**src/rtl/dac_parallel_seq_interface.sv**
```systemverilog
// Multi-channel DAC712-class bus sequencer: setup/strobe/hold writes,
// optional DAC-latch update, timed clear and per-channel shadow readback.
module dac_parallel_seq_interface #(
  parameter int DATA_W      = 16,
  parameter int NUM_CH      = 4,
  parameter int CH_W        = 2,
  parameter int SETUP_CYC   = 2,
  parameter int PULSE_CYC   = 3,
  parameter int HOLD_CYC    = 1,
  parameter bit SYNC_UPDATE = 1'b1
) (
  input  logic              clk,
  input  logic              rst,
  input  logic              s_valid,
  output logic              s_ready,
  input  logic [CH_W-1:0]   s_ch,
  input  logic [DATA_W-1:0] s_data,
  input  logic              s_update,
  input  logic              clr_req,
  output logic              busy,
  output logic              err,
  input  logic [CH_W-1:0]   rb_ch,
  output logic [DATA_W-1:0] rb_code,
  output logic [DATA_W-1:0] dac_data,
  output logic [NUM_CH-1:0] dac_cs_n,
  output logic              dac_a1_n,
  output logic              dac_a2_n,
  output logic              dac_wr_n,
  output logic              dac_clr_n
);

  localparam int MX0   = (SETUP_CYC > PULSE_CYC) ? SETUP_CYC : PULSE_CYC;
  localparam int MX    = (MX0 > HOLD_CYC) ? MX0 : HOLD_CYC;
  localparam int CNT_W = (MX < 2) ? 1 : $clog2(MX);

  typedef enum logic [2:0] {
    S_IDLE, S_SETUP, S_STROBE, S_HOLD, S_UPDATE, S_CLEAR
  } state_t;

  state_t              state_q, state_d;
  logic [CNT_W-1:0]    cnt_q, cnt_d;
  logic [CH_W-1:0]     ch_q, ch_d;
  logic [DATA_W-1:0]   data_q, data_d;
  logic                upd_q, upd_d;
  logic                err_q, err_d;
  logic                rdy_en_q;
  logic [DATA_W-1:0]   shadow_q [NUM_CH];
  logic [DATA_W-1:0]   shadow_d [NUM_CH];
  logic [DATA_W-1:0]   pdata_q, pdata_d;
  logic [NUM_CH-1:0]   cs_q, cs_d;
  logic                a1_q, a1_d, a2_q, a2_d;
  logic                wr_q, wr_d, clr_q, clr_d;
  logic [NUM_CH-1:0]   sel;
  logic                done;

  assign s_ready = rdy_en_q && (state_q == S_IDLE);
  assign busy    = rdy_en_q && !s_ready;
  assign done    = (cnt_q == '0);

  always_comb begin
    state_d  = state_q;
    cnt_d    = cnt_q;
    ch_d     = ch_q;
    data_d   = data_q;
    upd_d    = upd_q;
    err_d    = 1'b0;
    shadow_d = shadow_q;
    if (!done) cnt_d = cnt_q - CNT_W'(1);
    unique case (state_q)
      S_IDLE: begin
        if (s_ready && clr_req) begin
          state_d = S_CLEAR;
          cnt_d   = CNT_W'(PULSE_CYC - 1);
          for (int i = 0; i < NUM_CH; i++) shadow_d[i] = '0;
        end else if (s_ready && s_valid) begin
          if (32'(s_ch) >= NUM_CH) begin
            err_d = 1'b1;
          end else begin
            state_d = S_SETUP;
            cnt_d   = CNT_W'(SETUP_CYC - 1);
            ch_d    = s_ch;
            data_d  = s_data;
            upd_d   = s_update;
          end
        end
      end
      S_SETUP: if (done) begin
        state_d = S_STROBE;
        cnt_d   = CNT_W'(PULSE_CYC - 1);
        for (int i = 0; i < NUM_CH; i++)
          if (ch_q == CH_W'(i)) shadow_d[i] = data_q;
      end
      S_STROBE: if (done) begin
        state_d = S_HOLD;
        cnt_d   = CNT_W'(HOLD_CYC - 1);
      end
      S_HOLD: if (done) begin
        if (upd_q || !SYNC_UPDATE) begin
          state_d = S_UPDATE;
          cnt_d   = CNT_W'(PULSE_CYC - 1);
        end else begin
          state_d = S_IDLE;
        end
      end
      S_UPDATE, S_CLEAR: if (done) state_d = S_IDLE;
      default: state_d = S_IDLE;
    endcase
  end

  // Pins are decoded from the next state so they settle on the same edge.
  always_comb begin
    sel = '0;
    for (int i = 0; i < NUM_CH; i++) sel[i] = (ch_d == CH_W'(i));
    pdata_d = '0;
    cs_d    = '1;
    a1_d    = 1'b1;
    a2_d    = 1'b1;
    wr_d    = 1'b1;
    clr_d   = 1'b1;
    unique case (state_d)
      S_SETUP, S_HOLD: begin
        pdata_d = data_d;
        cs_d    = ~sel;
        a1_d    = 1'b0;
      end
      S_STROBE: begin
        pdata_d = data_d;
        cs_d    = ~sel;
        a1_d    = 1'b0;
        wr_d    = 1'b0;
      end
      S_UPDATE: begin
        pdata_d = data_d;
        cs_d    = SYNC_UPDATE ? '0 : ~sel;
        a2_d    = 1'b0;
        wr_d    = 1'b0;
      end
      S_CLEAR: begin
        cs_d  = '0;
        clr_d = 1'b0;
      end
      default: ;
    endcase
  end

  always_comb begin
    rb_code = '0;
    for (int i = 0; i < NUM_CH; i++)
      if (rb_ch == CH_W'(i)) rb_code = shadow_q[i];
  end

  always_ff @(posedge clk or posedge rst) begin
    if (rst) begin
      state_q  <= S_IDLE;
      cnt_q    <= '0;
      ch_q     <= '0;
      data_q   <= '0;
      upd_q    <= 1'b0;
      err_q    <= 1'b0;
      rdy_en_q <= 1'b0;
      for (int i = 0; i < NUM_CH; i++) shadow_q[i] <= '0;
      pdata_q  <= '0;
      cs_q     <= '1;
      a1_q     <= 1'b1;
      a2_q     <= 1'b1;
      wr_q     <= 1'b1;
      clr_q    <= 1'b1;
    end else begin
      state_q  <= state_d;
      cnt_q    <= cnt_d;
      ch_q     <= ch_d;
      data_q   <= data_d;
      upd_q    <= upd_d;
      err_q    <= err_d;
      rdy_en_q <= 1'b1;
      shadow_q <= shadow_d;
      pdata_q  <= pdata_d;
      cs_q     <= cs_d;
      a1_q     <= a1_d;
      a2_q     <= a2_d;
      wr_q     <= wr_d;
      clr_q    <= clr_d;
    end
  end

  assign err       = err_q;
  assign dac_data  = pdata_q;
  assign dac_cs_n  = cs_q;
  assign dac_a1_n  = a1_q;
  assign dac_a2_n  = a2_q;
  assign dac_wr_n  = wr_q;
  assign dac_clr_n = clr_q;

endmodule

```
**config.mk**
```make
export PLATFORM = sky130hd
export DESIGN_NAME = dac_parallel_seq_interface
export DESIGN_NICKNAME = d
export VERILOG_FILES = /design/src/rtl/dac_parallel_seq_interface.sv
export SDC_FILE = /design/constraint.sdc
export NUM_CORES = 1
export LEC_CHECK = 0
export CAP_MARGIN = 40
export CELL_PAD_IN_SITES_DETAIL_PLACEMENT = 1
export CELL_PAD_IN_SITES_GLOBAL_PLACEMENT = 1
export CORE_MARGIN = 4
export CORE_UTILIZATION = 40
export CTS_CLUSTER_SIZE = 16
export DETAILED_ROUTE_END_ITERATION = 12
export PLACE_DENSITY_LB_ADDON = 0.1
export SKIP_LAST_GASP = 1
export SLEW_MARGIN = 20
export SYNTH_ARGS = -nofsm -noshare
export SYNTH_HDL_FRONTEND = slang
export SYNTH_SLANG_ARGS = --single-unit
```
**constraint.sdc**
```tcl
create_clock -name clk -period 7.65 [get_ports clk]
set_input_delay 1.9125 -clock clk [delete_from_list [all_inputs] [get_ports clk]]
set_output_delay 1.9125 -clock clk [all_outputs]
set_load 0.01 [all_outputs]
```
* After elaboration in Yosys (flattened, before gate mapping)
Cells that the tools add are included.
** Storage, ports and cells
- Flip-flop bits (word level) :: 113
- Input bits :: 25
- Output and inout bits :: 43
- Logic and storage cells :: 104
** Cells by class
- $add $sub $neg :: 1
- Eq/ne operators :: 25
- Multiplexer cells :: 39
- Bitwise logic cells :: 2
- Reduce and logical (&&, ||, !) cells :: 21
** Operators with widths (count)
- 16-bit two-way mux :: 12
- 64-bit two-way mux :: 2
- 64-bit case mux with 2 select lines :: 1
- 3-bit two-way mux :: 7
- 2-bit two-way mux :: 10
- 4-bit AND reduction :: 4
- 3-bit case mux with 5 select lines :: 1
- 2-bit equality test (second input constant) :: 6
- 3-bit by 2-bit equality test with 1-bit output (second input constant) :: 4
- 3-bit equality test (second input constant) :: 4
- 2-bit inequality test (second input constant) :: 5
- 2-bit zero test :: 4
- 2-bit case mux with 4 select lines :: 1
- 4-bit case mux with 2 select lines :: 1
- 2-bit by 1-bit equality test with 1-bit output (second input constant) :: 3
- 3-bit by 1-bit equality test with 1-bit output (second input constant) :: 2
- 2-bit OR reduction :: 3
- 1-bit logical AND :: 4
- 1-bit two-way mux :: 4
- 4-bit inverter :: 1
- 4-bit OR reduction :: 1
- 3-bit zero test :: 1
- 3-bit AND reduction :: 1
- 3-bit OR reduction :: 1
- other kinds (5) :: 5

* Longest topological paths before layout
Gate-level depths: netlist (run 1).
- Depth in word-level cells :: 9
- Mapped depth :: 9
- Mapped depth without buffers :: 6

* Worst setup path after synthesis (run 1)
OpenSTA, ideal clock, no wires.
- Path type :: in2out
- From :: input rb_ch[0]
- To :: output rb_code[10]
- Arrival time :: 3.001 ns
- Path slack :: 2.737 ns
- Cell stages on the path :: 3
- Path through :: buf_2 -> buf_2 -> mux4_2
** Between the ends
- Word-level cells in the longest chain between the ends :: 5
- Elaborated cells between the ends (all ways) :: 8
- Those cells by class :: eq/ne (3); mux (4); reduce/logical (1)
** Ends and longest elaborated chain
- from (decl) :: RTL line 22 : input logic [CH_W-1:0] rb_ch,
- 2-bit zero test :: RTL line 149 : if (rb_ch == CH_W'(i)) rb_code = shadow_q[i];
- 16-bit two-way mux (3 in series) :: RTL line 149
- 16-bit two-way mux (*) :: RTL line 149
- to (decl) :: RTL line 23 : output logic [DATA_W-1:0] rb_code,
Mark *: on every way between the ends. The rest lies on a longest branch, timed or not.

* Worst setup path after layout (run 1)
- From :: input rb_ch[1]
- To :: output rb_code[13]
The elaborated chain is that of the path after synthesis.

==> key figures, run 1 <==
Routing
  – Drt wl/cell: 17.3 µm
  – DRT iter0 DRCs: 182
  – Number of search-and-repair iterations in the first detailed-routing pass: 4
  – Vias per cell: 4.98
  – DR vias: 3286
  – DR DRC count: 0
  – Total Wirelength: 11400 µm
  – Number of routed nets with antenna violations: 0

Timing
  – Time the worst path needs with I/O delays and setup: 5.70 ns
  – Final hold violation count: 0
  – Total negative slack for setup checks: 0 ns
  – Crit path setup slack, layout: 1.95 ns
  – Final setup viols: 0
  – Ratio of final minimum period to clock period: 74.5%
  – Max-Slew Margin vs Limit: 52.3%
  – Setup repair after global routing missed its margin: no
  – Actual slew at the worst max-slew pin: 0.716 ns
  – Highest clock frequency the design can meet: 0.175 GHz
  – Final worst clock skew: 0.00735 ns
  – Pins over their slew limit: 0

Yosys
  – Post-synth EDFFs: 0
  – Register bit count reported by yosys: 113
  – Post-synthesis instance area: 0.00493 mm²
  – Sequential element share of the synthesized area: 57.5%
  – Most used flip-flop cell after synthesis: sky130_fd_sc_hd__dfrtp_1
  – Share of the synthesized area in the top cell type: 53.3%
  – Adder and majority cell fraction of the synthesized area: 0.761%
  – Syn Area/Cell: 11.9 µm²
  – Proportion of synthesized area in mux cells: 13.6%
  – Number of different library cells in the post-synthesis netlist: 47
  – Synthesized netlist net count: 442
  – Main combinational cell family by area after synthesis: multiplexers
  – Warnings from Yosys: 0
  – Largest area contributor in the netlist: sky130_fd_sc_hd__dfrtp_1
  – Area share of and/or/nand/nor cells after synthesis: 13.5%
  – Post-synthesis compound-gate area fraction: 10.7%
  – Cells taking the most area after synthesis: sky130_fd_sc_hd__dfrtp_1 53%, sky130_fd_sc_hd__mux4_2 7.3%, sky130_fd_sc_hd__nand2_1 6.5%, sky130_fd_sc_hd__o21ai_1 4.5%, sky130_fd_sc_hd__dfstp_2 4.3%
  – Cells after synthesis: 414
  – Parity-gate share of the synthesized area counting xor and xnor cells: 0.178%
  – Share of flip-flops with an asynchronous set or reset: 100%

Outcome
  – Status: complete, no violations

Cells and area
  – Fraction of layout cells with a size suffix above 1: 18.9%
  – Most frequent standard cell in the layout excluding fill and tap cells: sky130_fd_sc_hd__dfrtp_1
  – Layout overhead on the synthesized area: 29.3%
  – Leading cell types in the layout, fill and taps excluded: 105 x sky130_fd_sc_hd__dfrtp_1, 86 x sky130_fd_sc_hd__nand2_1, 66 x sky130_fd_sc_hd__clkdlybuf4s50_1, 44 x sky130_fd_sc_hd__o21ai_1, 25 x sky130_fd_sc_hd__o21ai_0
  – Final nets: 507
  – Antenna Diode Count: 0
  – Area of combinational cells with multiple inputs: 0.00192 mm²
  – Area taken by flip-flops and latches: 0.00284 mm²
  – Filler Cells Inserted: 1265

Power
  – Pwr dens: 422 mW/mm²
  – Share of power burned in registers: 35.0%
  – Switching share of total power: 32.9%
  – Net load switching power: 0.886 mW
  – Peak VDD IR: 174 µV
  – Cell-internal power: 1.80 mW
  – Leakage power: 2.77 nW
  – Portion of total power attributed to the clock network: 31.7%
  – Fraction of power consumed by combinational cells: 33.3%

Global route
  – Initial antenna violation count: 0
  – Global-route congestion overflow total: 0
  – Maximum number of pins on one net before global-route repair: 64
  – Total track usage: 17.4%
  – Vias in the first global route: 3555
  – Wire length of the first global-routing pass: 19200 µm

Die
  – Die Width: 119 µm
  – Number of standard-cell rows in the floorplan: 40
  – Effective utilization at floorplan: 40.9%
  – Die extent in y: 119 µm
  – Placeable core region: 0.0121 mm²
  – Total I/O pin count: 68
  – Die Outline Area: 0.0142 mm²

Placed design
  – Post-detailed-placement half-perimeter wirelength: 7650 µm
  – Setup slack after placement: 1.81 ns
  – Global placer's final weighted congestion: 0.777
  – Count of input and output buffers: 66

Worst setup path
  – Crit path arrival time: 3.79 ns
  – Crit. End Element: output pin
  – Category of the most critical setup path: primary input to output pin
  – Biggest fanout along the worst timing path: 10
  – WP data required: 5.74 ns
  – Critical path launch point type: primary input
  – R2R depth: 6

Clock network
  – Clock latency reported for the late side of the worst-skew pair: 0.41 ns
  – CTS Buf Count: 17
  – Clock edge transition at the registers on the reported setup and hold paths: 0.05 ns
  – CTS sink count: 113
  – Number of buffers inserted for hold repair after clock tree synthesis: 0
  – Cell chosen for the clock root: sky130_fd_sc_hd__clkbuf_16
  – Largest buffer count on any clock path: 2
  – Total of cells resized after clock tree synthesis: 0
  – Number of H-tree branching levels: 4
  – Post-CTS setup repair buffer count: 0
  – CTS tree: done

Min path
  – Hold crit path type: flip-flop to flip-flop
  – Instance count along the most critical hold path: 2

Flow run
  – Max cap viols: 0
[synth_stat cells (3+ instances only)]
| cell | number |
|---|---|
| sky130_fd_sc_hd__a21oi_1 | 6 |
| sky130_fd_sc_hd__and2_1 | 3 |
| sky130_fd_sc_hd__buf_2 | 19 |
| sky130_fd_sc_hd__buf_6 | 3 |
| sky130_fd_sc_hd__clkbuf_1 | 4 |
| sky130_fd_sc_hd__dfrtp_1 | 105 |
| sky130_fd_sc_hd__dfstp_2 | 8 |
| sky130_fd_sc_hd__ha_1 | 3 |
| sky130_fd_sc_hd__inv_1 | 4 |
| sky130_fd_sc_hd__mux2_1 | 3 |
| sky130_fd_sc_hd__mux2_2 | 5 |
| sky130_fd_sc_hd__mux2_4 | 14 |
| sky130_fd_sc_hd__mux4_2 | 16 |
| sky130_fd_sc_hd__nand2_1 | 86 |
| sky130_fd_sc_hd__nor2_1 | 7 |
| sky130_fd_sc_hd__nor2b_1 | 24 |
| sky130_fd_sc_hd__o21ai_0 | 25 |
| sky130_fd_sc_hd__o21ai_1 | 44 |
| sky130_fd_sc_hd__o221ai_2 | 3 |
[path summary, 6_finish.rpt]
check / startpoint / slack (ns) / end
worst max-delay path: rb_ch[1] / 1.95 / rb_code[13]
worst min-delay path: shadow_q[26] / 0.48 / shadow_q[26]
worst max register to register: cnt_q[0] / 5.30 / dac_data[2]
worst min register to register: shadow_q[26] / 0.48 / shadow_q[26]
max in group asynchronous: rst / 4.76 / data_q[9]
min in group asynchronous: rst / 1.96 / shadow_q[51]
[state kept, by name, summed over array words and instances, names as in the netlist, 2 cells and up]
| register | cells |
|---|---|
| data_q | 16 |
| dac_cs_n | 4 |
| ch_q | 2 |
| state_q | 3 |
| dac_data | 16 |
| shadow_q | 64 |
| cnt_q | 2 |
[routing by layer]
metal | global-route usage (%) | wire (µm)
met4 | 6.59 | 149
met2 | 25.3 | 5170
met3 | 4.37 | 392
met1 | 25.3 | 5730
met5 | 0 | 0
[critical path: stages]
cell and delay (ns):
sky130_fd_sc_hd__clkdlybuf4s50_1 0.83, sky130_fd_sc_hd__buf_6 0.23, sky130_fd_sc_hd__mux4_2 0.32, sky130_fd_sc_hd__clkdlybuf4s50_1 0.50
[kinds of logic (layout without fill, tap and decap cells)]
logic type                 count (synthesis)  in the layout
buffers and inverters                     32            110
adders and majority gates                  3              3
other                                      2              2
xor gates and xnor gates                   1              1
DFF                                      113            113
muxes                                     39             39
AOI/OAI and AO/OA                         89             89
and+or+nand+nor                          135            135
[power groups by stage]
stage / sequential, mW / clock, mW / combinational, mW
final: 0.942 / 0.853 / 0.895
after floorplan: 0.911 / 0 / 0.622
after global placement: 0.945 / 0 / 0.879
after CTS: 0.944 / 0.872 / 0.911
after detailed placement: 0.949 / 0 / 0.904
after global routing: 0.971 / 0.904 / 0.999
[stage by stage]
step                cells  util (%)  hold slack [ns]  instance area, µm²  power [mW]
finish                660      52.8            0.480                6370        2.69
global route          660      52.8            0.507                6370        2.87
CTS                   658      52.5            0.482                6330        2.73
detailed placement    626      47.2            0.471                5690        1.85
global placement      626      47.2            0.461                5690        1.82
floorplan             414         -            0.445                4930        1.53
[final cells by class]
type,instances,area share [%]
repair buffers,74,11.7
flip-flops and latches,113,44.5
well taps,168,3.30
clock inverters,11,2.89
inverters,4,0.275
clock buffers,21,7.22
multi-input cells,269,30.1
Note: power is estimated with default switching activity, not from simulation.
==> run 2, diff against run 1 <==
==> constraint.sdc (replaced) <==
create_clock -name clk -period 5.4 [get_ports clk]
set_input_delay 1.35 -clock clk [delete_from_list [all_inputs] [get_ports clk]]
set_output_delay 1.35 -clock clk [all_outputs]
set_load 0.01 [all_outputs]
==> run 2 against run 1 <==
Clock power grew 47%. Critical path depth unchanged. Total power is 44% higher. Die area is the same. Clock-buffer cell count is 1 higher. Non-clock buffer count unchanged. Register-to-register slack lost 2.3 ns. Worst hold slack worse by 0.0068 ns. First-iteration DRC count grew 25%. Sequential cell count did not move.
==> key figures, run 2 (synthesis results as in run 1) <==
Cells and area
  – Most flop-heavy register: shadow_q (unchanged)
  – Antenna Diode Count: 0 (unchanged)
  – Filler Cells Inserted: 1259 (was 1265)
  – Leading cell types in the layout, fill and taps excluded: 105 x sky130_fd_sc_hd__dfrtp_1, 86 x sky130_fd_sc_hd__nand2_1, 66 x sky130_fd_sc_hd__clkdlybuf4s50_1, 44 x sky130_fd_sc_hd__o21ai_1, 25 x sky130_fd_sc_hd__o21ai_0 (unchanged)
  – Number of flip-flops in the largest register: 64 (unchanged)
  – Final nets: 507 (unchanged)
  – Area taken by flip-flops and latches: 0.00284 mm² (unchanged)
  – Final standard cell count with taps included and fillers excluded: 660 (unchanged)
  – Fraction of layout cells with a size suffix above 1: 19.3% (was 18.9%)
  – Area of combinational cells with multiple inputs: 0.00192 mm² (unchanged)
  – Most frequent standard cell in the layout excluding fill and tap cells: sky130_fd_sc_hd__dfrtp_1 (unchanged)
  – Layout overhead on the synthesized area: 29.3% (about the same)

Placed design
  – Inst Count DP: 628 (was 626)
  – Post-detailed-placement half-perimeter wirelength: 7780 µm (was 7650 µm)
  – Global placer's final weighted congestion: 0.763 (was 0.777)
  – Count of input and output buffers: 66 (unchanged)

Clock network
  – CTS tree: done (unchanged)
  – Clock edge transition at the registers on the reported setup and hold paths: 0.05 ns (about the same)
  – CTS sink count: 113 (unchanged)
  – Number of buffers inserted for hold repair after clock tree synthesis: 0 (unchanged)
  – Clock latency reported for the late side of the worst-skew pair: 0.41 ns (about the same)
  – Number of H-tree branching levels: 4 (unchanged)
  – CTS Buf Count: 17 (unchanged)
  – Total of cells resized after clock tree synthesis: 0 (unchanged)
  – Post-CTS setup repair buffer count: 0 (unchanged)
  – Largest buffer count on any clock path: 2 (unchanged)
  – Cell chosen for the clock root: sky130_fd_sc_hd__clkbuf_16 (unchanged)

Timing
  – Time the worst path needs with I/O delays and setup: 4.55 ns
  – Setup repair after global routing missed its margin: no (unchanged)
  – Total negative slack for setup checks: 0 ns (unchanged)
  – Actual slew at the worst max-slew pin: 0.750 ns (was 0.716 ns)
  – Final hold violation count: 0 (unchanged)
  – Final worst clock skew: 0.00651 ns (was 0.00735 ns)
  – Final setup viols: 0 (unchanged)
  – Max-Slew Margin vs Limit: 50.0% (was 52.3%)
  – Ratio of final minimum period to clock period: 84.2%
  – Highest clock frequency the design can meet: 0.220 GHz
  – Pins over their slew limit: 0 (unchanged)

Routing
  – DR DRC count: 0 (unchanged)
  – Drt wl/cell: 17.8 µm (was 17.3 µm)
  – DR vias: 3282 (was 3286)
  – Total Wirelength: 11700 µm (was 11400 µm)
  – Vias per cell: 4.97 (was 4.98)
  – Number of search-and-repair iterations in the first detailed-routing pass: 4 (unchanged)
  – Number of routed nets with antenna violations: 0 (unchanged)
  – DRT iter0 DRCs: 227 (was 182)

Die
  – Effective utilization at floorplan: 40.9% (unchanged)
  – Die Width: 119 µm (unchanged)
  – Number of standard-cell rows in the floorplan: 40 (unchanged)
  – Die Outline Area: 0.0142 mm² (unchanged)
  – Die extent in y: 119 µm (unchanged)
  – Placeable core region: 0.0121 mm² (unchanged)
  – Total I/O pin count: 68 (unchanged)

Global route
  – Initial antenna violation count: 0 (unchanged)
  – Maximum number of pins on one net before global-route repair: 47 (was 64)
  – Vias in the first global route: 3676 (was 3555)
  – Global-route congestion overflow total: 0 (unchanged)
  – Total track usage: 17.8% (was 17.4%)
  – Wire length of the first global-routing pass: 19600 µm (was 19200 µm)

Min path
  – Hold crit path type: flip-flop to flip-flop (unchanged)

Power
  – Pwr dens: 606 mW/mm² (was 422 mW/mm²)
  – Leakage power: 2.78 nW (was 2.77 nW)
  – PnR Total Power: 3.87 mW (was 2.69 mW)
  – Peak VDD IR: 275 µV (was 174 µV)

Worst setup path
  – Crit path arrival time: 3.20 ns (was 3.79 ns)
  – Crit. End Element: output pin (unchanged)
  – WP data required: 4.05 ns (was 5.74 ns)
  – Cell type with the highest occurrence count on the critical path: sky130_fd_sc_hd__clkdlybuf4s50_1 (unchanged)
  – Biggest fanout along the worst timing path: 16 (was 10)
  – Critical path launch point type: primary input (unchanged)
  – Maximum single-stage delay on the critical path: 0.56 ns (was 0.83 ns)
  – CP cell instances: clkdlybuf4s50_1 > buf_4 > mux4_2 > clkdlybuf4s50_1 (was clkdlybuf4s50_1 > buf_6 > mux4_2 > clkdlybuf4s50_1)
  – Category of the most critical setup path: primary input to output pin (unchanged)
  – Cell type of the slowest stage on the worst timing path: sky130_fd_sc_hd__mux4_2 (was sky130_fd_sc_hd__clkdlybuf4s50_1)

Outcome
  – Status: complete, no violations (unchanged)

Flow run
  – Max cap viols: 0 (unchanged)
## run 2: changes by cell type in the layout (fill, tap and decap cells not counted)
cell,change
sky130_fd_sc_hd__clkinvlp_4,+1
sky130_fd_sc_hd__clkbuf_1,-2
sky130_fd_sc_hd__buf_6,-1
sky130_fd_sc_hd__clkbuf_8,+3
sky130_fd_sc_hd__buf_16,-1
sky130_fd_sc_hd__clkinv_2,-1
sky130_fd_sc_hd__buf_4,+2
sky130_fd_sc_hd__clkinv_4,-1
## run 2: layout make-up
cell class	instances	area share, %
clock buffer	22	7.75
clock inverter	10	2.79
inverter	4	0.275
multi-input combinational	269	30.1
sequential	113	44.5
tap	168	3.30
timing repair buffer	74	11.3
## run 2: layer usage
metal  track usage, %  up-vias  wire length [µm]
met1             25.1     1640              5880
met2             26.4       62              5250
met5                0        -                 0
met4             7.60        0               212
li1                 -     1564                 -
met3             4.32       16               385
## run 2: where the power goes
part | leakage, nW | total (mW) | internal (mW) | switching (mW)
Clock | 0.332 | 1.25 | 0.876 | 0.378
Sequential | 1.47 | 1.34 | 1.14 | 0.200
Combinational | 0.978 | 1.28 | 0.577 | 0.700
Total | 2.78 | 3.87 | 2.59 | 1.28
## run 2: per-stage QoR
stage / util (%) / hold WS, ns / setup WS, ns / cell area [µm²]
after floorplan: - / 0.445 / 1.08 / 4930
after global placement: 47.3 / 0.460 / 0.844 / 5710
after detailed placement: 47.3 / 0.469 / 0.824 / 5710
after CTS: 52.9 / 0.480 / 0.812 / 6380
after global routing: 52.9 / 0.500 / 0.769 / 6380
final: 52.9 / 0.473 / 0.852 / 6380
## run 2: worst paths after layout
check | from | slack (ns) | endpoint | cells past startpoint
setup / recovery | rb_ch[0] | 0.85 | rb_code[0] | 4
hold / removal | shadow_q[26] | 0.47 | shadow_q[26] | 2
setup reg to reg | cnt_q[0] | 2.96 | dac_data[1] | 6
hold reg to reg | shadow_q[26] | 0.47 | shadow_q[26] | 2
max in group asynchronous | rst | 3.09 | shadow_q[20] | 3
min in group asynchronous | rst | 1.39 | state_q[2] | 2
## run 2: worst max-delay path: cells and delay by family
kind	cells	cell delay, ns
buffers and inverters	3	1.28
muxes	1	0.56
